<file path="config.mk">
export PLATFORM = sky130hd
export DESIGN_NAME = ptp_punch
export DESIGN_NICKNAME = d
export VERILOG_FILES = /design/src/rtl/ptp_punch.sv
export SDC_FILE = /design/constraint.sdc
export NUM_CORES = 1
export LEC_CHECK = 0
export BUFFER_PORTS_ARGS = -buffer_cell sky130_fd_sc_hd__buf_4
export CAP_MARGIN = 20
export CORE_ASPECT_RATIO = 0.75
export CORE_MARGIN = 1
export CORE_UTILIZATION = 50
export CTS_CLUSTER_SIZE = 20
export DETAILED_ROUTE_END_ITERATION = 8
export HOLD_SLACK_MARGIN = 0.1
export PLACE_DENSITY_LB_ADDON = 0.12
export SLEW_MARGIN = 20
export SYNTH_ARGS = -nofsm -noshare
export SYNTH_HDL_FRONTEND = slang
export SYNTH_SLANG_ARGS = --single-unit
</file>
<file path="constraint.sdc">
create_clock -name clk -period 5.9 [get_ports clk]
set_clock_uncertainty 0.05 [all_clocks]
set_input_delay 0.295 -clock clk [delete_from_list [all_inputs] [get_ports clk]]
set_output_delay 0.295 -clock clk [all_outputs]
set_load 0.005 [all_outputs]
</file>
<file path="src/rtl/ptp_punch.sv">
// PDP-6 paper tape punch (device 100): IO-bus CONO/CONI/DATAO responder with
// a one-character buffer, motor spin-up/idle timing and punch sequencing.
module ptp_punch #(
    parameter logic [6:0] DEVSEL       = 7'o20,
    parameter int         MOTOR_DELAY  = 1000,
    parameter int         PUNCH_CYCLES = 100,
    parameter int         MOTOR_IDLE   = 5000
) (
    input  logic        clk,
    input  logic        reset,
    input  logic [6:0]  iobus_ios,
    input  logic        iobus_iob_reset,
    input  logic        iobus_cono_clear,
    input  logic        iobus_cono_set,
    input  logic        iobus_datao_clear,
    input  logic        iobus_datao_set,
    input  logic        iobus_iob_fm_status,
    input  logic        iobus_iob_fm_datai,
    input  logic [35:0] iobus_iob_in,
    output logic [35:0] iobus_iob_out,
    output logic [1:7]  iobus_pi_req,
    output logic [7:0]  punch_data,
    output logic        punch_strobe,
    output logic        motor_on
);

    localparam int CNT_MAX = (MOTOR_DELAY > PUNCH_CYCLES)
                           ? ((MOTOR_DELAY > MOTOR_IDLE) ? MOTOR_DELAY : MOTOR_IDLE)
                           : ((PUNCH_CYCLES > MOTOR_IDLE) ? PUNCH_CYCLES : MOTOR_IDLE);
    localparam int CW = (CNT_MAX > 1) ? $clog2(CNT_MAX) : 1;

    // Counters hold "cycles remaining minus one", so a parameter of N gives N clocks in state.
    localparam logic [CW-1:0] DELAY_LD = CW'(MOTOR_DELAY - 1);
    localparam logic [CW-1:0] PUNCH_LD = CW'(PUNCH_CYCLES - 1);
    localparam logic [CW-1:0] IDLE_LD  = CW'(MOTOR_IDLE - 1);

    typedef enum logic [1:0] {
        S_OFF    = 2'd0,
        S_SPINUP = 2'd1,
        S_READY  = 2'd2,
        S_PUNCH  = 2'd3
    } state_t;

    state_t        state_q, state_d;
    logic [CW-1:0] cnt_q, cnt_d;
    logic [2:0]    pia_q, pia_d;
    logic          flag_q, flag_d;
    logic          busy_q, busy_d;
    logic          bin_q, bin_d;
    logic [7:0]    buf_q, buf_d;
    logic [7:0]    pdata_q, pdata_d;
    logic          strobe_q, strobe_d;
    logic          sel;

    logic unused_ok;
    assign unused_ok = ^{iobus_iob_fm_datai, iobus_iob_in[35:8]};

    assign sel = (iobus_ios == DEVSEL);

    // IO reset is a bus-wide reset and is not qualified by device select.
    always_ff @(posedge clk) begin
        if (!reset || iobus_iob_reset) begin
            state_q  <= S_OFF;
            cnt_q    <= '0;
            pia_q    <= '0;
            flag_q   <= 1'b0;
            busy_q   <= 1'b0;
            bin_q    <= 1'b0;
            buf_q    <= '0;
            pdata_q  <= '0;
            strobe_q <= 1'b0;
        end else begin
            state_q  <= state_d;
            cnt_q    <= cnt_d;
            pia_q    <= pia_d;
            flag_q   <= flag_d;
            busy_q   <= busy_d;
            bin_q    <= bin_d;
            buf_q    <= buf_d;
            pdata_q  <= pdata_d;
            strobe_q <= strobe_d;
        end
    end

    always_comb begin
        state_d  = state_q;
        cnt_d    = cnt_q;
        pia_d    = pia_q;
        flag_d   = flag_q;
        busy_d   = busy_q;
        bin_d    = bin_q;
        buf_d    = buf_q;
        pdata_d  = pdata_q;
        strobe_d = 1'b0;

        case (state_q)
            S_OFF: begin
                if (busy_q) begin
                    state_d = S_SPINUP;
                    cnt_d   = DELAY_LD;
                end
            end
            S_SPINUP: begin
                if (cnt_q == '0) begin
                    state_d = S_READY;
                    cnt_d   = IDLE_LD;
                end else begin
                    cnt_d = cnt_q - 1'b1;
                end
            end
            S_READY: begin
                if (busy_q) begin
                    state_d  = S_PUNCH;
                    cnt_d    = PUNCH_LD;
                    pdata_d  = bin_q ? {2'b10, buf_q[5:0]} : buf_q;
                    strobe_d = 1'b1;
                    buf_d    = '0;
                end else if (cnt_q == '0) begin
                    state_d = S_OFF;
                end else begin
                    cnt_d = cnt_q - 1'b1;
                end
            end
            S_PUNCH: begin
                // Busy dropping mid-punch (CONO clear) aborts without raising the flag.
                if (!busy_q) begin
                    state_d = S_READY;
                    cnt_d   = IDLE_LD;
                end else if (cnt_q == '0) begin
                    state_d = S_READY;
                    cnt_d   = IDLE_LD;
                    busy_d  = 1'b0;
                    flag_d  = 1'b1;
                end else begin
                    cnt_d = cnt_q - 1'b1;
                end
            end
            default: state_d = S_OFF;
        endcase

        // Bus pulses are applied after the sequencer so a same-cycle CPU write wins.
        if (sel && iobus_cono_clear) begin
            pia_d  = '0;
            flag_d = 1'b0;
            busy_d = 1'b0;
            bin_d  = 1'b0;
        end
        if (sel && iobus_cono_set) begin
            pia_d  = pia_d | iobus_iob_in[2:0];
            flag_d = flag_d | iobus_iob_in[3];
            busy_d = busy_d | iobus_iob_in[4];
            bin_d  = bin_d | iobus_iob_in[5];
        end
        if (sel && iobus_datao_clear) begin
            buf_d = '0;
        end
        if (sel && iobus_datao_set) begin
            buf_d  = buf_d | iobus_iob_in[7:0];
            busy_d = 1'b1;
            flag_d = 1'b0;
        end
    end

    always_comb begin
        motor_on      = (state_q != S_OFF);
        punch_data    = pdata_q;
        punch_strobe  = strobe_q;
        iobus_iob_out = '0;
        if (sel && iobus_iob_fm_status) begin
            iobus_iob_out[5:0] = {bin_q, busy_q, flag_q, pia_q};
        end
        for (int n = 1; n <= 7; n++) begin
            iobus_pi_req[n] = flag_q && (pia_q == 3'(n));
        end
    end

endmodule
</file>
==> impl_results.md, run 1 <==
- Outcome: completed
- Mean instance size in the synthesized netlist: 8.093 um2
- Maximum Capacitance Violations: 0
- Relative slew slack: 46.51%
- Storage cell area: ~760 um2
- Die H: 59.15 um
- Count of buffers inserted at the top-level ports: 45
- Path class of the lowest-slack min-delay path: primary input to flop
- First-pass GRT wire length: 8086 um
- Power per Cell Area: 186.1 nW/um2
- TritonCTS clock tree: yes
- Number of buffers inserted for hold repair after clock tree synthesis: 0
- Number of fill cells in the layout: 399
- Power, Total: 0.0004684 W
- Number of clock sinks seen by CTS: 38
- Number of design-rule violations left by the first detailed-router iteration: roughly 140
- Wire per inst: 13.28 um
- Number of max-slew violations in the final report: 0
- Starting density of the core: 53.05%
- Resize count post-CTS: 0
- Static leakage power: about 1.1 nW
- Critical Path End Type: flop
- Synth Register Bits: 38
- Site Rows: 20
- Synth warnings: 0
- Data required time of the critical path: 6.08 ns
- Setup bufs post-CTS: 0
- Cell area after synthesis: 2177 um2
- Measured slew at the worst slew-check pin: 0.8013 ns
- Cell breakdown of the critical path: nor2b_1, and2_1, a21oi_1, a22oi_1, nor2_1
- Highest achievable clock rate: between 400 and 500 MHz
- Syn-to-layout area delta: 15.63%
- Path type of the worst setup path: flop to flop
- ANT nets after route: 0
- Minimum period implied by the final worst setup slack: around 2.4 ns
- Register area share after synthesis: 34.94%
- Ratio of cells with drive above 1 in the final layout: 21.68%
- RSZ-0062 raised after global routing: no
- Io pins: 105
- Global-route congestion overflow total: 0
- Die extent in x: 78.20 um
- Delay of the slowest cell on the worst path: 0.84 ns
- Final-report hold violation count: 0
- Drt first pass iters: 4
- CP bufs+invs: 0
- H-tree depth: 2
- Area of combinational cells with multiple inputs: between 1000 and 1500 um2
- Fin Setup TNS: 0 ns
- Clk pin slew, worst setup/hold paths: 0.07 ns
- Antenna Diode Count: 0
- Placed wire-length estimate after detailed placement: about 3500 um
- Arrival @ worst endpoint: 2.58 ns
- Crit path max-delay family: flip-flops
- Slack of the worst reg-to-reg path: between 3 and 4 ns
- EDFF count, synth: 0
- Maximum number of pins on one net before global-route repair: 34
- Layout Nets: 362
- Crit start category: flop
- Drt via density: 5.327
- Core footprint: 4104 um2
- Total routing usage reported by global routing: 22.53%
- Final RePlAce weighted congestion: 0.8572
- Via count of the first global-routing pass: between 1500 and 2000
- Number of DRC violations after detailed routing: 0
- Worst-skew pair later-pin latency: 0.29 ns
- Unique cell type count in the Yosys netlist: 53
- Number of buffers inserted during clock tree synthesis: 5
- Worst path slowest cell: dfxtp_1
- Die ar.: 4625 um2
- Largest buffer count on any clock path: 2
- Maximum vdd ir drop: 0.1541 mV
- Async S/R FF share, synth: 0%
- Total via count in the routed design: between 1500 and 2000
- Final period utilization: 40.66%
- Wire length after detailed routing: 4835 um
- Max FO, Critical Path: 25
- Post-Synthesis Cells: 269
- Initial antenna violation count: 0
- Top FF cell, synth: dfxtp_1
- Final setup violation count: 0
- Clock root cell: clkbuf_8
==> worst paths after layout <==
kind,startpoint,end,depth (start not counted)
worst max register to register,state_q[0],buf_q[5],5
worst max-delay path,state_q[0],buf_q[5],5
worst min register to register,punch_data[2],punch_data[2],2
worst min-delay path,iobus_iob_in[1],pia_q[1],3
==> metrics by stage <==
step,hold slack [ns],instances,cell area (um2),utilization [%],worst slack (ns)
after CTS,0.2012,364,2517,61.34,3.547
after global placement,0.3926,356,2426,59.12,3.604
final,0.2076,364,2517,61.34,3.501
after global routing,0.2005,364,2517,61.34,3.235
after floorplan,0.3815,298,2286,-,3.906
after detailed placement,0.3977,356,2426,59.12,3.582
==> synthesized netlist by cell type (all sizes together), types with 2 or more instances <==
master / instances / area, um2
dfxtp: 38 / 760.7
nor2: 37 / 138.9
buf: 31 / 230.2
nand2: 24 / 90.09
a21oi: 17 / 85.08
a22oi: 13 / 97.59
clkbuf: 13 / 51.30
nor3: 8 / 45.04
and3: 7 / 43.79
inv: 7 / 26.28
nor4: 6 / 80.07
nor2b: 5 / 31.28
xor2: 5 / 43.79
a211oi: 4 / 30.03
a31oi: 4 / 31.28
nand2b: 4 / 25.02
nand3: 4 / 20.02
o21ai: 4 / 20.02
and2: 3 / 18.77
o31ai: 3 / 22.52
or4: 3 / 26.27
a21o: 2 / 15.01
ha: 2 / 25.02
nor4b: 2 / 23.77
o22ai: 2 / 12.51
or2: 2 / 12.51
==> final cells by class <==
| class | instances | area share (%) |
|---|---|---|
| sequential | 38 | 30.22 |
| multi-input combinational | 209 | 48.36 |
| timing repair buffer | 47 | 14.02 |
| tap | 55 | 2.734 |
| inverter | 7 | 1.044 |
| clock buffer | 7 | 3.429 |
| clock inverter | 1 | 0.1988 |
==> state kept, by name (all words and copies together), names as in the netlist <==
name          flops
bin_q             1
buf_q             8
busy_q            1
cnt_q            13
flag_q            1
pia_q             3
punch_data        8
punch_strobe      1
state_q           2
==> report_power, final <==
| part | total [W] | internal, W | switching [W] |
|---|---|---|---|
| Clock | 0.000186 | 0.0000943 | 0.0000914 |
| Combinational | 0.0000260 | 0.0000118 | 0.0000141 |
| Sequential | 0.000257 | 0.000256 | 0.000000308 |
| Total | 0.000468 | 0.000363 | 0.000106 |
==> cells in the final DEF (no fill, tap or decap), drive strengths merged, types with 5 or more instances in the layout <==
master and n:
inv 7, dfxtp 38, xor2 5, nor4 6
buf 47, clkbuf 7, a21oi 17, nor3 8
and3 7, conb 30, nor2 37, nor2b 5
a22oi 13, nand2 24
==> cells by family after synthesis <==
kind of cell	after synthesis	synth area share, %
xor+xnor	6	2.414
buf+inv	51	14.14
flops	38	34.94
compound gates	61	19.48
simple gates	110	27.70
fa+ha+maj	2	1.149
other cells	1	0.1722
==> tightest hold or removal path: stages <==
cell and delay [ns]:
buf_4 0.08, a22oi_1 0.05, nor2_1 0.08
==> routing by layer <==
| metal | GRT usage [%] | up-vias | part of all wire, % | wire length [um] |
|---|---|---|---|---|
| li1 | - | 972 | - | - |
| met1 | 34.35 | 884 | 51 | 2481 |
| met2 | 31.58 | 77 | 41 | 1993 |
| met3 | 4.615 | 6 | 6.6 | 319 |
| met4 | 6.614 | 0 | 0.85 | 41 |
| met5 | 0 | - | 0 | 0 |
Note: power is estimated with default switching activity, not from simulation.
==> run 2: changes to the inputs <==
--- a/config.mk
+++ b/config.mk
@@ -9,7 +9,7 @@
 export CAP_MARGIN = 20
 export CORE_ASPECT_RATIO = 0.75
 export CORE_MARGIN = 1
-export CORE_UTILIZATION = 50
+export CORE_UTILIZATION = 42
 export CTS_CLUSTER_SIZE = 20
 export DETAILED_ROUTE_END_ITERATION = 8
 export HOLD_SLACK_MARGIN = 0.1
==> constraint.sdc (replaced) <==
create_clock -name clk -period 2.2 [get_ports clk]
set_clock_uncertainty 0.05 [all_clocks]
set_input_delay 0.11 -clock clk [delete_from_list [all_inputs] [get_ports clk]]
set_output_delay 0.11 -clock clk [all_outputs]
set_load 0.005 [all_outputs]
==> run 2 against run 1 <==
Effect of this change: final area increased by 9.9%; clock-buffer cell count decreased by 1; hold slack got worse by 0.074 ns; sequential power increased to 2.7 times the previous value; critical path depth increased by 2; highest routed layer unchanged; non-clock buffer count increased by 21; critical endpoint is now cnt_q[10]; sequential cell count unchanged; global-route usage decreased by 2.5 points; sequential share of layout area decreased by 2.7 points.
==> impl_results.md, run 2 (same netlist as run 1, synthesis figures left out) <==
- Initial antenna violation count: 0
- ANT nets after route: 0
- Most frequent cells in the layout: 58 x buf_4, 38 x dfxtp_1, 37 x nor2_1, 30 x conb_1, 24 x nand2_1
- Via count of the first global-routing pass: 1771
- Maximum Capacitance Violations: 0
- Die ar.: around 5500 um2
- Fin worst setup slack: slightly above 0.08 ns
- Highest achievable clock rate: 472.1 MHz
- Final period utilization: 96.28%
- Combinational Power Share: 5.7%
- Global-route congestion overflow total: 0
- Placed wire-length estimate after detailed placement: 3755 um
- Io pins: 105
- Total via count in the routed design: 1988
- Critical Path End Type: flop
- Worst-skew pair later-pin latency: 0.29 ns
- TritonCTS clock tree: yes
- Core footprint: 4927 um2
- Internal cell power: 0.001215 W
- Die extent in x: about 85 um
- Clk pin slew, worst setup/hold paths: 0.07 ns
- Maximum vdd ir drop: 0.2275 mV
- Site Rows: 22
- Max FO, Critical Path: 3
- Drt via density: 5.097
- Number of buffers inserted during clock tree synthesis: 5
- Static leakage power: 1.176 nW
- Worst path slowest cell: or4_4
- Setup bufs post-CTS: 0
- Final-report hold violation count: 0
- Die H: 64.35 um
- Layout Nets: 383
- Share of total power consumed by net switching: 19.47%
- Worst r2r path cells: 7
- Number of design-rule violations left by the first detailed-router iteration: 102
- Number of max-slew violations in the final report: 0
- Power per Cell Area: 545.4 nW/um2
- Number of cells on the critical path: 7
- Data required time of the critical path: ~2.3 ns
- CP bufs+invs: 1
- Count of buffers inserted at the top-level ports: 45
- Fin Setup TNS: 0 ns
- H-tree depth: 2
- Switching power: 0.0002937 W
- Number of clock sinks seen by CTS: 38
- Sequential share of power: 45.6%
- Worst setup startpoint: cnt_q[1]
- Final setup violation count: 0
- Ratio of cells with drive above 1 in the final layout: 23.94%
- Cell breakdown of the critical path: inv_1, ha_1, or3b_4, or4_4, nor4_2, xor2_1, a32o_1
- Minimum period implied by the final worst setup slack: 2.118 ns
- Wire length after detailed routing: 5234 um
- Maximum number of pins on one net before global-route repair: 33
- Syn-to-layout area delta: 27.07%
- Total routing usage reported by global routing: about a fifth
- WHS Path Cells: 4
- Flip-flop count of the largest register, all copies and words added: 13
- RSZ-0062 raised after global routing: no
- Origin of the critical flop-to-flop path: cnt_q[1]
- Number of DRC violations after detailed routing: 0
- Crit path max-delay family: simple AND/OR/NAND/NOR gates
- Final RePlAce weighted congestion: 0.7843
- Path class of the lowest-slack min-delay path: primary input to flop
- Largest buffer count on any clock path: 2
- Drt first pass iters: 4
- Path type of the worst setup path: flop to flop
- Worst slack at placement: 0.1021 ns
- Most common library cell in the layout ignoring fill and taps: buf_4
- Register ranked first by flip-flop count: cnt_q
- First-pass GRT wire length: 8590 um
- Relative slew slack: a little under three fifths
- Clock root cell: clkbuf_8
- Wire per inst: 13.42 um
- Arrival @ worst endpoint: 2.25 ns
- Clock network fraction of design power: 48.7%
- Outcome: completed
- Starting density of the core: 44.18%
- Delay of the slowest cell on the worst path: 0.44 ns
- Launch instance of the worst min-delay path: iobus_cono_set
- Crit start category: flop
- Measured slew at the worst slew-check pin: about 0.67 ns
- Antenna Diode Count: 0
## run 2: cell count changes in the layout (fill, tap and decap cells not counted)
cell,previous run,this run
clkbuf_1,1,0
a31oi_2,1,0
dlygate4sd3_1,0,10
buf_4,47,58
a31oi_4,0,1
bufinv_16,0,2
clkinv_2,1,0
## run 2: cell type report
| type | count | area [um2] |
|---|---|---|
| clock buffers | 6 | 82.58 |
| fillers | 460 | 2161 |
| repair buffers | 68 | 535.5 |
| multi-input cells | 209 | 1226 |
| inverters | 7 | 26.28 |
| clock inverters | 2 | 60.06 |
| well taps | 60 | 75.07 |
| flip-flops and latches | 38 | 760.7 |
## run 2: per-layer routing
metal	global-route usage, %	wire length [um]
met1	30.50	2797
met2	27.42	2099
met3	4.651	291
met4	5.720	45
met5	0	0
## run 2: stage by stage
step / cell area [um2] / hold slack (ns) / std cells / utilization, % / total power (W)
5_1_grt: 2766 / 0.1555 / 390 / 56.15 / 0.001572
6_report: 2766 / 0.1332 / 390 / 56.15 / 0.001509
3_5_place_dp: 2515 / 0.3197 / 372 / 51.04 / 0.0007748
3_3_place_gp: 2515 / 0.3065 / 372 / 51.04 / 0.0007745
4_1_cts: 2758 / 0.1282 / 390 / 55.97 / 0.001515
2_1_floorplan: 2286 / 0.2083 / 298 / - / 0.0007733
## run 2: worst register-to-register path: cells and delay by family (launching register included)
family                     cells  cell delay (ns)
buffers and inverters          1             0.09
DFF                            1             0.33
and+or+nand+nor                3             1.04
AOI/OAI and AO/OA              1             0.22
adders and majority gates      1             0.17
xor gates and xnor gates       1             0.11
## run 2: what timing repair did
action	in CTS	in global routing
gates resized for setup	0	1
setup endpoints to repair	0	1
hold endpoints to repair	15	0
hold buffers	10	0
## run 2: power by group through the flow
stage	Combinational (W)	Sequential [W]	Clock (W)
floorplan	0.0000691	0.000704	0
global placement	0.0000702	0.000704	0
detailed placement	0.0000706	0.000704	0
CTS	0.0000848	0.000688	0.000742
global route	0.0000954	0.000688	0.000788
finish	0.0000857	0.000688	0.000735
## run 2: worst paths after layout
path              slack [ns]       endpoint
hold reg to reg         0.41  punch_data[1]
hold / removal          0.13         busy_q
setup / recovery        0.08      cnt_q[10]
setup reg to reg        0.08      cnt_q[10]
==> run 3: changes to the inputs <==
--- a/config.mk
+++ b/config.mk
@@ -8,7 +8,7 @@
 export BUFFER_PORTS_ARGS = -buffer_cell sky130_fd_sc_hd__buf_4
 export CAP_MARGIN = 20
 export CORE_ASPECT_RATIO = 0.75
-export CORE_MARGIN = 1
+export CORE_MARGIN = 1.5
 export CORE_UTILIZATION = 42
 export CTS_CLUSTER_SIZE = 20
 export DETAILED_ROUTE_END_ITERATION = 8
==> run 3 against run 2 <==
Effect of this change: register-to-register slack gained 0.04 ns; clock-buffer cell count stayed put; final cell count did not move; sequential cell count unchanged; die area increased by 2.7%; power decreased by 16%; sequential share of layout area up 0.48 points; global-route usage is 0.77 points lower; critical path type unchanged; critical endpoint unchanged; largest cell class unchanged.
==> impl_results.md, run 3 (same netlist as run 1, synthesis figures left out) <==
- First-pass GRT wire length: 8638 um
- Drt via density: 5.141
- Most frequent cells in the layout: 58 x buf_4, 38 x dfxtp_1, 37 x nor2_1, 30 x conb_1, 24 x nand2_1
- Setup bufs post-CTS: 0
- Relative slew slack: between 50 and 60%
- Number of buffers inserted during clock tree synthesis: 5
- Flip-flop count of the largest register, all copies and words added: 13
- Number of fill cells in the layout: 467
- Register ranked first by flip-flop count: cnt_q
- Number of clock sinks seen by CTS: 38
- Starting density of the core: between 40% and 50%
- Minimum period implied by the final worst setup slack: approximately 2.1 ns
- Placed wire-length estimate after detailed placement: 3754 um
- Clock root cell: clkbuf_8
- Layout Nets: 383
- Measured slew at the worst slew-check pin: 0.6804 ns
- Drt first pass iters: 4
- Ratio of cells with drive above 1 in the final layout: a little under a quarter
- Path class of the lowest-slack min-delay path: primary input to flop
- Final RePlAce weighted congestion: 0.7765
- Total routing usage reported by global routing: 19.25%
- Initial antenna violation count: 0
- Syn-to-layout area delta: 24.89%
- Worst-skew pair later-pin latency: 0.28 ns
- Arrival @ worst endpoint: 2.20 ns
- Final setup violation count: 0
- Largest buffer count on any clock path: 2
- Via count of the first global-routing pass: 1834
- H-tree depth: 2
- Antenna Diode Count: 0
- Critical Path End Type: flop
- Highest achievable clock rate: 481.9 MHz
- RSZ-0062 raised after global routing: no
- Final period utilization: between 90% and 100%
- Io pins: 105
- Fin Setup TNS: 0 ns
- Data required time of the critical path: 2.33 ns
- Layout Utilization: 55.18%
- Crit path max-delay family: simple AND/OR/NAND/NOR gates
- Total via count in the routed design: between 2000 and 2500
- Global-route congestion overflow total: 0
- Wire length after detailed routing: 5208 um
- Number of max-slew violations in the final report: 0
- Maximum Capacitance Violations: 0
- Most common library cell in the layout ignoring fill and taps: buf_4
- Path type of the worst setup path: flop to flop
- Final-report hold violation count: 0
- Maximum number of pins on one net before global-route repair: 33
- Max FO, Critical Path: 3
- Power per Cell Area: roughly 470 nW/um2
- Wire per inst: ~13 um
- Maximum vdd ir drop: 0.2332 mV
- ANT nets after route: 0
- Crit start category: flop
- Count of buffers inserted at the top-level ports: 45
- Clk pin slew, worst setup/hold paths: about 0.070 ns
- Site Rows: 22
- Number of design-rule violations left by the first detailed-router iteration: 122
- Static leakage power: 1.156 nW
- Delay of the slowest cell on the worst path: 0.46 ns
- CP bufs+invs: 1
- TritonCTS clock tree: yes
- Die ar.: between 5000 and 6000 um2
- Worst path slowest cell: or4_4
- Core footprint: 4927 um2
- Number of DRC violations after detailed routing: 0
- Die H: 65.35 um
- Die extent in x: ~86 um
- Outcome: completed
- Cell breakdown of the critical path: inv_1, ha_1, or3b_4, or4_4, nor4_4, xor2_1, a32o_1
## run 3: worst reg2reg max path: stages (launching register included)
cell and delay, ns:
dfxtp_1 0.33, inv_1 0.10, ha_1 0.17, or3b_4 0.40, or4_4 0.46, nor4_4 0.16
xor2_1 0.10, a32o_1 0.21
## run 3: final timing paths
path	startpoint	endpoint	slack, ns	depth (start not counted)
worst min-delay path	iobus_cono_set	busy_q	0.12	4
worst max register to register	cnt_q[1]	cnt_q[10]	0.12	7
worst max-delay path	cnt_q[1]	cnt_q[10]	0.12	7
worst min register to register	punch_data[5]	punch_data[5]	0.41	2
## run 3: layer usage
metal | global-route usage [%] | up-vias | wire [um]
met1 | 28.89 | 913 | 2702
met2 | 28.64 | 81 | 2138
met4 | 4.839 | 0 | 36
met3 | 3.015 | 4 | 331
li1 | - | 1007 | -
met5 | 0 | - | 0
## run 3: stage by stage
step,power [W],std cells,setup WS (ns),hold slack (ns),instance area (um2)
2_1_floorplan,0.0007733,298,0.2060,0.2083,2286
3_3_place_gp,0.0007747,372,0.08345,0.3105,2515
3_5_place_dp,0.0007746,372,0.1085,0.3149,2515
4_1_cts,0.001283,390,0.08196,0.1112,2710
5_1_grt,0.001328,390,0.03850,0.1669,2719
6_report,0.001270,390,0.1248,0.1246,2719
## run 3: what timing repair did
| item | 4_1_cts | 5_1_grt |
|---|---|---|
| endpoints found under the hold margin | 15 | 0 |
| gates resized for setup | 0 | 1 |
| setup endpoints to repair | 0 | 1 |
| hold buffers | 10 | 0 |
## run 3: cell type report
type,instances,area [um2],area share (%)
Clock buffer,6,82.58,3.037
Multi-Input combinational cell,209,1226,45.10
Clock inverter,2,12.51,0.4602
Timing Repair Buffer,68,535.5,19.70
Inverter,7,26.28,0.9664
Tap cell,60,75.07,2.761
Sequential cell,38,760.7,27.98
## run 3: power breakdown
part,internal [W],total (W),switching [W]
registers,0.000688,0.000688,0.000000598
logic,0.0000441,0.0000864,0.0000423
clock network,0.000252,0.000496,0.000244
total,0.000984,0.00127,0.000287
